## config.mk

```make
export PLATFORM = sky130hd
export DESIGN_NAME = jtframe_sys_ctrl
export DESIGN_NICKNAME = d
export VERILOG_FILES = /design/src/rtl/jtframe_sys_ctrl.sv
export SDC_FILE = /design/constraint.sdc
export NUM_CORES = 1
export LEC_CHECK = 0
export BUFFER_PORTS_ARGS = -buffer_cell sky130_fd_sc_hd__buf_2
export CORE_MARGIN = 10
export CORE_UTILIZATION = 50
export CTS_CLUSTER_SIZE = 28
export DETAILED_ROUTE_END_ITERATION = 6
export HOLD_SLACK_MARGIN = 0.08
export PLACE_DENSITY_LB_ADDON = 0.08
export SKIP_LAST_GASP = 1
export SYNTH_ARGS = -nofsm -noshare
export SYNTH_HDL_FRONTEND = slang
export SYNTH_SLANG_ARGS = --single-unit
```

## constraint.sdc

```tcl
create_clock -name clk_sys -period 2.25 [get_ports clk_sys]
set_input_delay 0 -clock clk_sys [delete_from_list [all_inputs] [get_ports clk_sys]]
set_output_delay 0 -clock clk_sys [all_outputs]
set_load 0.01 [all_outputs]
```

## src/rtl/jtframe_sys_ctrl.sv

```systemverilog
// System control between the PLL and the MiSTer glue: PLL re-lock reset, reset sequencing,
// OSD DIP decode, pause, LED. Define JTFRAME_DB15_EN to drive the SNAC/DB15 user-port pins.
module jtframe_sys_ctrl #(
    parameter int unsigned RST_CNT  = 16,
    parameter int unsigned GAME_DLY = 256
) (
    input  logic        clk_sys,
    input  logic        rst,
    input  logic        pll_locked,
    input  logic [31:0] status,
    input  logic [1:0]  buttons,
    input  logic        key_pause,
    input  logic        downloading,
    input  logic        joy_clk,
    input  logic        joy_load,
    output logic        pll_rst,
    output logic        rst_n,
    output logic        game_rst,
    output logic        game_rst_n,
    output logic        enable_fm,
    output logic        enable_psg,
    output logic        dip_test,
    output logic        dip_pause,
    output logic        dip_flip,
    output logic [1:0]  dip_fxlevel,
    output logic        LED,
    output logic [6:0]  USER_OUT,
    output logic        USER_MODE
);

    localparam int unsigned PW = 8;
    localparam int unsigned RW = (RST_CNT < 2) ? 1 : $clog2(RST_CNT + 1);
    localparam int unsigned GW = 16;

    logic          last_locked;
    logic [PW-1:0] pll_cnt;
    logic [RW-1:0] rst_cnt;
    logic [GW-1:0] game_cnt;
    logic          pause_state;
    logic          sys_src_c;
    logic          game_src_c;
    logic          pause_nxt_c;
    logic          unused_bits;

    assign sys_src_c   = ~pll_locked | pll_rst | status[0] | buttons[1];
    assign game_src_c  = ~rst_n | downloading;
    assign pause_nxt_c = game_rst ? 1'b0 : (pause_state ^ key_pause);
    assign unused_bits = ^{status[29:13], status[9], status[5:1], buttons[0]};

    // A falling lock edge holds pll_rst for 256 cycles; a new edge restarts the window
    always_ff @(posedge clk_sys) begin
        if (rst) begin
            last_locked <= 1'b0;
            pll_cnt     <= PW'(8'hD0);
            pll_rst     <= 1'b0;
        end else begin
            last_locked <= pll_locked;
            if (last_locked && !pll_locked) begin
                pll_cnt <= PW'(8'hFF);
                pll_rst <= 1'b1;
            end else if (pll_cnt != '0) begin
                pll_cnt <= pll_cnt - PW'(1);
            end else begin
                pll_rst <= 1'b0;
            end
        end
    end

    always_ff @(posedge clk_sys) begin
        if (rst || sys_src_c) begin
            rst_n   <= 1'b0;
            rst_cnt <= RW'(RST_CNT);
        end else if (rst_cnt != '0) begin
            rst_cnt <= rst_cnt - RW'(1);
        end else begin
            rst_n <= 1'b1;
        end
    end

    always_ff @(posedge clk_sys) begin
        if (rst || game_src_c) begin
            game_rst   <= 1'b1;
            game_rst_n <= 1'b0;
            game_cnt   <= GW'(GAME_DLY);
        end else if (game_cnt != '0) begin
            game_cnt <= game_cnt - GW'(1);
        end else begin
            game_rst   <= 1'b0;
            game_rst_n <= 1'b1;
        end
    end

    always_ff @(posedge clk_sys) begin
        if (rst) begin
            pause_state <= 1'b0;
            dip_pause   <= 1'b1;
            enable_fm   <= 1'b1;
            enable_psg  <= 1'b1;
            dip_test    <= 1'b1;
            dip_flip    <= 1'b0;
            dip_fxlevel <= 2'b10;
            LED         <= 1'b0;
        end else begin
            pause_state <= pause_nxt_c;
            dip_pause   <= ~pause_nxt_c;
            enable_fm   <= ~status[8];
            enable_psg  <= ~status[7];
            dip_test    <= ~status[6];
            dip_flip    <= status[12];
            dip_fxlevel <= status[11:10] ^ 2'b10;
            LED         <= downloading;
        end
    end

`ifdef JTFRAME_DB15_EN
    logic user_mode_nxt_c;

    assign user_mode_nxt_c = |status[31:30];

    always_ff @(posedge clk_sys) begin
        if (rst) begin
            USER_MODE <= 1'b0;
            USER_OUT  <= 7'h7F;
        end else begin
            USER_MODE <= user_mode_nxt_c;
            USER_OUT  <= user_mode_nxt_c ? {5'b11111, joy_clk, joy_load} : 7'h7F;
        end
    end
`else
    logic unused_db15;

    assign unused_db15 = ^{joy_clk, joy_load, status[31:30]};

    always_ff @(posedge clk_sys) begin
        USER_MODE <= 1'b0;
        USER_OUT  <= 7'h7F;
    end
`endif

endmodule

```

; Word level (Yosys, flattened, before mapping)
; Cells that the tools add are included.
[word_totals]
word_cells = 47
output_inout_bits = 20
regBits = 43
input_bits = 41
[classes]
n_bitwise = 12
add_sub_neg = 3
mux = 5
n_reduce_logical = 9
n_eq_ne = 1
[op_table]
columns = op, n
row1 = 16-bit nonzero test, 1
row2 = 16-bit by 1-bit subtractor with 16-bit output (second input constant), 1
row3 = 6-bit 2-to-1 mux, 2
row4 = 8-bit nonzero test, 1
row5 = 8-bit by 1-bit subtractor with 8-bit output (second input constant), 1
row6 = 1-bit NOT, 7
row7 = 5-bit nonzero test, 1
row8 = 5-bit by 1-bit subtractor with 5-bit output (second input constant), 1
row9 = 1-bit OR, 4
row10 = 1-bit 2-to-1 mux, 3
row11 = 1-bit logical OR, 2
row12 = 2-bit inequality test (second input constant), 1
row13 = 2-bit nonzero test, 1
row14 = 2-bit OR reduction, 1
row15 = 1-bit logical AND, 1
row16 = 1-bit zero test, 1
row17 = 1-bit bitwise XOR, 1

; Logic depth before layout (Yosys ltp)
[depth]
ltp_word = 5
ltp_mapped = 8

; Worst setup path before layout
; OpenSTA, ideal clock, no wires.
[synth_path]
kind = register to register
start = register game_cnt[0]
end = register game_cnt[4]
required_ns = 2.179
synth_period_minus_slack_ns = 1.822
setup_slack_ns = 0.428
setup_ns = 0.071
stages_incl_launch_ff = 8
arrival_ns = 1.752
cell_sequence = dfxtp_1 -> inv_1 -> ha_1 -> nor4b_1 -> and4_1 -> buf_4 -> or4_2 -> a21oi_1
[synth_via]
elab_chain_cells = 1
word_cells_on_any_way = 2
classes_between = add/sub: 1 / reduce/logical: 1
[synth_lines]
columns = item, line_no
row1 = from (decl), 38  ; logic [GW-1:0] game_cnt;
row2 = from (signal assigned), 84  ; game_cnt <= GW'(GAME_DLY);
row3 = from (signal assigned), 86  ; game_cnt <= game_cnt - GW'(1);
row4 = 16-bit by 1-bit subtractor with 16-bit output or 16-bit nonzero test (tied branches), "86, 85"
; Several ways; a longest one is shown, not always the timed one.
; A chain may end at the register's enable or synchronous reset.

; Worst setup path in the final report
; Same ends and word-level chain as after synthesis.

==> results by group <==
Timing
  – Post-route setup slack: 0.2744 ns
  – Fmax: 0.5062 GHz
  – Fin crit share: 87.81%
  – Worst Tran Pin Value: 0.6781 ns
  – Slew HR: 54.37%
  – Final-report hold violation count: 0
  – Fin. max-slew vios: 0
  – RSZ-0062 raised after global routing: false
  – Final setup fails: 0
  – Clock skew: 0.003791 ns
  – Setup TNS: 0 ns
  – Final min period: 1.976 ns

Die
  – Starting density of the core: 51.52%
  – Die footprint: 6591 um2
  – # IOs: 61
  – Die Y: 81.19 um
  – Num rows: 22
  – Die Span X: 81.19 um
  – Area of the core region: 3633 um2

Clock tree
  – Cts bufs inserted: 5
  – Clk buf depth: 2
  – Reg clk slew, reported paths: 0.08 ns
  – Post-CTS Setup Inserts: 0
  – Worst skew pair latency: 0.29 ns
  – CTS tree: yes
  – Sink Count: 43
  – CTS Root Cell: clkbuf_8
  – Htree depth: 2

Route
  – DRC viols: 0
  – Drt wl/cell: 12.79 um
  – Post-Route WL: 3.798 mm
  – Detail Route Antenna Nets: 0
  – DR vias: 1542
  – Vias per cell: 5.192
  – DR pass1 iterations: 4
  – DR iter-0 viols: 97

Synthesis
  – Cell variety after synth: 35
  – Sequential fraction of the synthesis area: 45.99%
  – Yosys reg bits: 43
  – Number of flops mapped to enable cells by yosys: 0
  – Yosys synthesis warning count: 0
  – Post-Syn Area: 1872 um2
  – Synth area leaders: dfxtp_1, a21oi_1, xnor2_1
  – Top cell type's share of synthesized area: 45.99%
  – Post-synthesis area per instance: 8.871 um2
  – Mapped Cells: 211
  – Ys flop type: dfxtp_1
  – Asr flop ratio synth: 0%
  – Leading area contributor after synthesis: dfxtp_1

Critical path
  – Setup CP Type: flip-flop to flip-flop
  – Crit-path cells: inv_1 > ha_1 > nor4b_1 > and4_2 > or4_2 > a21oi_1
  – CP max FO: 19
  – CP Launch Type: flip-flop
  – Worst Path Required: 2.47 ns
  – Arr. time, crit path: 2.20 ns
  – Endpoint type of the worst setup path: flip-flop
  – Crit. Startpoint: game_cnt[0]
  – CP max stage delay: 0.56 ns
  – Critical path's slowest cell: or4_2
  – RR Startpoint: game_cnt[0]

Finish
  – Share of layout cells above drive strength 1: 16.87%
  – Util after Layout: 60.61%
  – Final net count: 293
  – Final Instance Area: 2202 um2
  – Area grow syn2layout: 17.65%
  – N_diodes: 0
  – Final std cells w/o fill: 297

Power and ir drop
  – Sw power: 0.3534 mW
  – Internal Power: 1.080 mW
  – PwrDens: 650.8 nW/um2
  – Clock power frac: 34.4%
  – Combinational Power Share: 9.4%
  – Maximum vdd drop: 0.5425 mV
  – Net Sw Frac: 24.66%
  – Leakage Power: 0.8963 nW
  – Reg power frac: 56.2%

Placement
  – DP Wirelength: 2.695 mm
  – IO Port Bufs: 24
  – Routability cong.: 0.8029
  – Placed inst area: 1988 um2
  – Pre-CTS WS: 0.2175 ns
  – Total placed cells including tap cells: 277

Global routing
  – Global route total overflow: 0
  – Largest net degree at the start of global routing: 20
  – First-pass GRT wire length: 6.492 mm
  – Vias in the first global route: 1484
  – All-Layer GR Usage: 12.23%
  – Initial antenna violation count: 0

Hold path
  – Worst hold path type: primary input to flip-flop
  – Startpoint of the worst hold path: buttons[1]

Outcome
  – Status: finished, final reports clean

Flow run
  – Max-cap violations: 0
## worst paths after layout
| path | end | slack [ns] | cells after the start |
|---|---|---|---|
| hold reg to reg | rst_cnt[4] | 0.47 | 1 |
| setup reg to reg | game_cnt[4] | 0.27 | 6 |
| hold / removal | rst_n | 0.09 | 4 |
| setup / recovery | game_cnt[4] | 0.27 | 6 |
## synth_stat cells (7+ instances only)
cell,count
a21oi_1,20
buf_4,9
dfxtp_1,43
inv_1,8
nand2_1,11
nand2b_1,7
nor2_1,17
nor2b_1,8
nor3_1,9
o21ai_0,12
or3_1,12
xnor2_1,10
## placed cells by master (no fill, tap or decap), types with 9 or more instances in the layout
master	count
o21ai_0	12
dlygate4sd3_1	12
or3_1	12
nor2_1	17
nand2_1	11
a21oi_1	20
dfxtp_1	43
buf_2	24
nor3_1	9
xnor2_1	10
## final cells by class
class                   count  area, um2
clock buffers               5      68.82
well taps                  48      60.06
clock inverters             3      23.77
flip-flops and latches     43      860.8
multi-input cells         152      903.4
fillers                   343       1431
inverters                   8      30.03
repair buffers             38      255.2
## per-layer routing
metal  share of wire, %  global-route usage, %  vias up
met3                9.9                  5.188        2
li1                   -                      -      793
met4               0.63                  5.190        0
met2                 46                  19.59       49
met5                  0                      0        -
met1                 44                  14.02      698
## power by group through the flow
stage / registers, mW / clock network (mW) / logic, mW
6_report: 0.806 / 0.493 / 0.134
5_1_grt: 0.810 / 0.543 / 0.151
4_1_cts: 0.806 / 0.509 / 0.134
3_5_place_dp: 0.823 / 0 / 0.118
3_3_place_gp: 0.822 / 0 / 0.112
2_1_floorplan: 0.824 / 0 / 0.0925
## logic make-up (layout without fill, tap and decap cells)
kind of cell / Yosys count / count (layout) / synth area share, %
AO/OA/AOI/OAI: 38 / 38 / 11.10
XOR/XNOR: 13 / 13 / 6.083
adder cells (fa/ha/maj): 4 / 4 / 2.674
buffers and inverters: 22 / 54 / 7.018
flip-flops: 43 / 43 / 45.99
multiplexers: 1 / 1 / 0.6016
other: 2 / 8 / 0.4012
AND/OR/NAND/NOR: 88 / 88 / 26.14
## flip-flops by register name (all words and copies together) (netlist names)
register	cells
LED	1
dip_flip	1
dip_fxlevel	2
dip_pause	1
dip_test	1
enable_fm	1
enable_psg	1
game_cnt	16
game_rst	1
game_rst_n	1
last_locked	1
pause_state	1
pll_cnt	8
pll_rst	1
rst_cnt	5
rst_n	1
## stage by stage
step / hold WS, ns / power (mW)
2_1_floorplan: 0.07367 / 0.9161
3_3_place_gp: 0.1739 / 0.9335
3_5_place_dp: 0.1744 / 0.9412
4_1_cts: 0.08335 / 1.449
5_1_grt: 0.09957 / 1.504
6_report: 0.08697 / 1.433
## worst max-delay path, delay by kind of cell (launching register included)
family                   cells  cell delay (ns)
flip-flops                   1             0.35
buffers and inverters        1             0.07
AND/OR/NAND/NOR              3             1.10
AO/OA/AOI/OAI                1             0.14
adder cells (fa/ha/maj)      1             0.23
## timing repair
item,in CTS,in global routing
gates resized for setup,0,1
hold endpoints to repair,15,0
hold buffers,12,0
endpoints found under the setup margin,0,9
Power figures use the tool's default switching activity.
